`config.mk`:
```
export PLATFORM = sky130hd
export DESIGN_NAME = key_debounce
export DESIGN_NICKNAME = d
export VERILOG_FILES = /design/src/rtl/key_pkg.sv /design/src/rtl/key_debounce_bit.sv /design/src/rtl/key_debounce.sv
export SDC_FILE = /design/constraint.sdc
export NUM_CORES = 1
export LEC_CHECK = 0
export CORE_UTILIZATION = 35
export CTS_BUF_LIST = sky130_fd_sc_hd__clkbuf_8
export DETAILED_ROUTE_END_ITERATION = 10
export PLACE_DENSITY = 0.52
export SYNTH_ARGS = -nofsm -noshare
export SYNTH_HDL_FRONTEND = slang
export SYNTH_SLANG_ARGS = --single-unit
```
`constraint.sdc`:
```
create_clock -name CLK -period 3.25 [get_ports CLK]
set_input_delay 0.4875 -clock CLK [delete_from_list [all_inputs] [get_ports CLK]]
set_output_delay 0.4875 -clock CLK [all_outputs]
set_load 0.05 [all_outputs]
```
`src/rtl/key_pkg.sv`:
```
// Shared key codes and controller state type for the front-panel key path.
package key_pkg;

    localparam int unsigned KEY_W = 8;

    localparam logic [KEY_W-1:0] KEY_MENU   = 8'b1000_0000;
    localparam logic [KEY_W-1:0] KEY_SET    = 8'b0100_0000;
    localparam logic [KEY_W-1:0] KEY_CANCEL = 8'b0010_0000;
    localparam logic [KEY_W-1:0] KEY_UP     = 8'b0001_0000;
    localparam logic [KEY_W-1:0] KEY_DOWN   = 8'b0000_1000;

    typedef enum logic [1:0] {
        IDLE,
        HELD_WAIT,
        REPEAT
    } key_state_e;

    function automatic logic [KEY_W-1:0] idx_to_key(input logic [2:0] idx);
        return KEY_W'(1) << idx;
    endfunction

    // Only navigation keys may auto-repeat
    function automatic logic is_repeatable(input logic [2:0] idx);
        logic [KEY_W-1:0] code;
        code = idx_to_key(idx);
        return (code == KEY_UP) || (code == KEY_DOWN);
    endfunction

endpackage

```
`src/rtl/key_debounce_bit.sv`:
```
// One button: 2-flop synchronizer plus consecutive-stable-cycle filter.
module key_debounce_bit #(
    parameter int DEB_CYCLES = 20000
) (
    input  logic clk,
    input  logic rst_n,
    input  logic btn,
    output logic level,
    output logic rise
);

    localparam int CW = $clog2(DEB_CYCLES) + 1;
    localparam logic [CW-1:0] CNT_LAST = CW'(DEB_CYCLES - 1);

    logic [1:0]    sync;
    logic [CW-1:0] cnt;

    always_ff @(posedge clk or negedge rst_n) begin
        if (!rst_n) begin
            sync  <= '0;
            cnt   <= '0;
            level <= 1'b0;
            rise  <= 1'b0;
        end else begin
            sync <= {sync[0], btn};
            rise <= 1'b0;
            if (sync[1] == level) begin
                cnt <= '0;
            end else if (cnt >= CNT_LAST) begin
                level <= sync[1];
                rise  <= sync[1];
                cnt   <= '0;
            end else if (cnt != '1) begin
                cnt <= cnt + 1'b1;
            end
        end
    end

endmodule

```
`src/rtl/key_debounce.sv`:
```
// Eight-button debouncer with single-owner key event FSM.
// Define KEY_REPEAT_EN to enable UP/DOWN auto-repeat.
module key_debounce
    import key_pkg::*;
#(
    parameter int DEB_CYCLES   = 20000,
    parameter int REPEAT_DELAY = 500000,
    parameter int REPEAT_RATE  = 100000
) (
    input  logic             CLK,
    input  logic             RESETN,
    input  logic [KEY_W-1:0] BTN_RAW,
    output logic [KEY_W-1:0] KEY,
    output logic             HELD
);

    localparam int TMAX = (REPEAT_DELAY > REPEAT_RATE) ? REPEAT_DELAY : REPEAT_RATE;
    localparam int TW = $clog2(TMAX) + 1;
    localparam logic [TW-1:0] DLY_LAST  = TW'(REPEAT_DELAY - 1);
    localparam logic [TW-1:0] RATE_LAST = TW'(REPEAT_RATE - 1);

    logic [KEY_W-1:0] level;
    logic [KEY_W-1:0] rise;
    logic [2:0]       pick_idx;
    logic             pick_vld;

    key_state_e  state;
    logic [2:0]  owner;
    logic [TW-1:0] timer;

    for (genvar i = 0; i < KEY_W; i++) begin : g_bit
        key_debounce_bit #(
            .DEB_CYCLES(DEB_CYCLES)
        ) u_bit (
            .clk  (CLK),
            .rst_n(RESETN),
            .btn  (BTN_RAW[i]),
            .level(level[i]),
            .rise (rise[i])
        );
    end

    // Highest index wins when several keys settle together
    always_comb begin
        pick_idx = '0;
        pick_vld = 1'b0;
        for (int i = 0; i < KEY_W; i++) begin
            if (rise[i]) begin
                pick_idx = 3'(i);
                pick_vld = 1'b1;
            end
        end
    end

    always_ff @(posedge CLK or negedge RESETN) begin
        if (!RESETN) begin
            state <= IDLE;
            owner <= '0;
            timer <= '0;
            KEY   <= '0;
            HELD  <= 1'b0;
        end else begin
            KEY <= '0;
            case (state)
                IDLE: begin
                    if (pick_vld) begin
                        KEY   <= idx_to_key(pick_idx);
                        owner <= pick_idx;
                        timer <= '0;
                        HELD  <= 1'b1;
                        state <= HELD_WAIT;
                    end
                end
                HELD_WAIT: begin
                    if (!level[owner]) begin
                        HELD  <= 1'b0;
                        state <= IDLE;
`ifdef KEY_REPEAT_EN
                    end else if (is_repeatable(owner) && timer >= DLY_LAST) begin
                        KEY   <= idx_to_key(owner);
                        timer <= '0;
                        state <= REPEAT;
`endif
                    end else if (timer != '1) begin
                        timer <= timer + 1'b1;
                    end
                end
                REPEAT: begin
                    if (!level[owner]) begin
                        HELD  <= 1'b0;
                        state <= IDLE;
                    end else if (timer >= RATE_LAST) begin
                        KEY   <= idx_to_key(owner);
                        timer <= '0;
                    end else if (timer != '1) begin
                        timer <= timer + 1'b1;
                    end
                end
                default: begin
                    HELD  <= 1'b0;
                    state <= IDLE;
                end
            endcase
        end
    end

endmodule

```
==> results_dict.tcl <==
set metrics [dict create \
    leakage_nw 3.42 \
    io_pins 19 \
    clock_tree.root_cell "clkbuf_8" \
    cp-start-kind "register" \
    drv_cap 0 \
    final.setup_skew_ns 0.0115 \
    drive_gt1_share_pct 7.23 \
    coreArea_sq_mm 0.0213 \
    drc 0 \
    grt_antenna_before_repair 0 \
    n_antenna_cell 0 \
    post_drt_wl_per_cell_um 13.5 \
    cts.clk_slew.worst_paths_ns 0.09 \
    start_util_pct 36.1 \
    power_density_mw_per_mm2 504 \
    top_usage_layer "met2" \
    finalHoldViolCount 0 \
    worst_slew_pin_slew_ns 0.701 \
    die_area_sq_mm 0.0226 \
    track_usage_pct 14.1 \
    num_vias 5135 \
    ctsHoldBuffers 0 \
    dp_hpwl_um 9700 \
    worstPathMaxFanout 11 \
    hold_class "input pin to async pin" \
    grt_pass1_wl_um 25100 \
    final_core_util_pct 40.6 \
    postSynthRegisterBits 172 \
    crit_type "register to output port" \
    first_pass_iters 4 \
    rows 53 \
    ant_nets 0 \
    rsz0062_at_grt "no" \
    grt_pass1_vias 5259 \
    use_met2_pct 22.6 \
    met1_usage_pct 18.8 \
    port-buffer-count 18 \
    gp_congestion 0.785 \
    final.setup.tns_ns 0 \
    yosysUniqueCellTypes 46 \
    crit_buf_inv 1 \
    die_x_um 150 \
    fin_crit_ns 2.37 \
    synth_ff_type "dfrtp_1" \
    setup_viol 0 \
    syn_area_sq_mm 0.00769 \
    fmax_mhz 422 \
    syn_inst 730 \
    async_reset_ff_share_pct 100 \
    area_delta_synth_final_pct 12.3 \
    outcome "finished clean" \
    cts-resized-gates 0 \
    insertion_delay_ns 0.45 \
    postCtsSetupRepairBufs 0 \
    critical_path.endpoint_type "output port" \
    gr-usage-met3_pct 3.18 \
    drv_slew 0 \
    cp_cell_sequence "clkdlybuf4s50_1" \
    grt.overflow.total 0 \
    cp.required_ns 2.76 \
    cts_tree "built" \
    wirelength_um 14100 \
    ir_drop_mv 0.232 \
    h-tree-depth 4 \
    slew_headroom_pct 52.1 \
    clockBufferDepth 2 \
    avgSynthCellArea_sq_um 10.5 \
    numCtsBuffers 17 \
    yosysSeqAreaShare_pct 56.0 \
    viasPerCell 4.89 \
    grt_max_degree 69 \
    synth_edf_count 0 \
    cp_top_family "buffers and inverters" \
    crit_slowest_cell "clkdlybuf4s50_1" \
    fin_nets 781 \
    arrival_ns 1.88 \
    die_y_um 150 \
    fin_hold_ws_ns 0.0305 \
    synth_warnings 0 \
    drt_iter0_markers 205 \
    timing.final.crit_share_pct 72.9 \
    cts.sinks 172 \
    cpPeakStageDelay_ns 0.91 \
]
==> path summary, 6_finish.rpt <==
check                           slack (ns)              startpoint                      to  cells after the start
worst max-delay path                  0.88                    HELD                    HELD                      1
worst min-delay path                  0.03                  RESETN   g_bit[5].u_bit.cnt[9]                      1
worst max register to register        1.08   g_bit[6].u_bit.cnt[8]  g_bit[6].u_bit.cnt[12]                      4
worst min register to register        0.35  g_bit[1].u_bit.sync[0]  g_bit[1].u_bit.sync[1]                      0
max in group asynchronous             2.40                  RESETN  g_bit[1].u_bit.sync[1]                      2
min in group CLK                      0.35  g_bit[1].u_bit.sync[0]  g_bit[1].u_bit.sync[1]                      0
==> report_power, final <==
group,internal (mW),total [mW],switching (mW)
sequential,2.24,2.35,0.112
clock,0.846,1.60,0.756
combinational,0.164,0.403,0.240
total,3.25,4.36,1.11
==> stage by stage <==
step / instances / area [sq um] / power [mW] / setup WS, ns
after floorplan: 737 / 7720 / 2.64 / 1.23
after global placement: 1019 / 8220 / 2.80 / 1.14
after detailed placement: 1019 / 8220 / 2.81 / 1.08
after CTS: 1050 / 8640 / 4.43 / 0.838
after global routing: 1050 / 8640 / 4.59 / 0.769
final: 1050 / 8640 / 4.36 / 0.880
==> Yosys cell counts, types with 8 or more instances <==
cell type  instances  area, sq um
and3_1             9         56.3
and4_1             9         78.8
clkbuf_1          10         37.5
dfrtp_1          172         4300
ha_1               8          100
inv_1             27          101
mux2_2             9          101
nand2_1           27          101
nand3_1           42          210
nand4_1           40          250
nor2_1           140          526
nor3_1            39          195
nor3b_1            9         67.6
nor4_1            17          106
xnor2_1           71          622
xor2_1            41          359
==> worst register-to-register path, delay by kind of cell (launching register included) <==
family	cells	cell delay, ns
AND/OR/NAND/NOR	3	1.45
flip-flops	1	0.41
AO/OA/AOI/OAI	1	0.25
==> cell type report <==
class / count / area, sq um
fill: 2032 / 12600
sequential: 172 / 4300
multi-input combinational: 522 / 3240
tap: 275 / 344
clock buffer: 18 / 248
timing repair buffer: 23 / 231
clock inverter: 13 / 176
inverter: 27 / 101
==> sequential cells by signal (all words and copies together), names as in the netlist <==
signal             count
HELD                   1
owner                  3
g_bit.u_bit.level      8
g_bit.u_bit.rise       8
g_bit.u_bit.cnt      128
KEY                    8
g_bit.u_bit.sync      16
==> placed cells by master (no fill, tap or decap), types with 17 or more instances in the layout <==
cell type	Yosys	layout
dfrtp_1	172	172
clkbuf_8	0	18
nor4_1	17	17
nand2_1	27	27
nand4_1	40	40
nor2_1	140	140
nand3_1	42	42
clkdlybuf4s50_1	0	17
xor2_1	41	41
nor3_1	39	39
inv_1	27	29
xnor2_1	71	71
==> cell families after synthesis <==
family,synth area share [%]
compound gates,2.60
buf+inv,2.31
other cells,0.0487
mux,1.90
flops,56.0
simple gates,23.1
fa+ha+maj,1.30
xor+xnor,12.8
==> routing by layer <==
layer | vias to the layer above | share of wire [%]
met5 | - | 0
met4 | 0 | 1.1
met3 | 11 | 2.4
met2 | 55 | 48
met1 | 2505 | 49
li1 | 2564 | -
(Power assumes the default switching activity.)
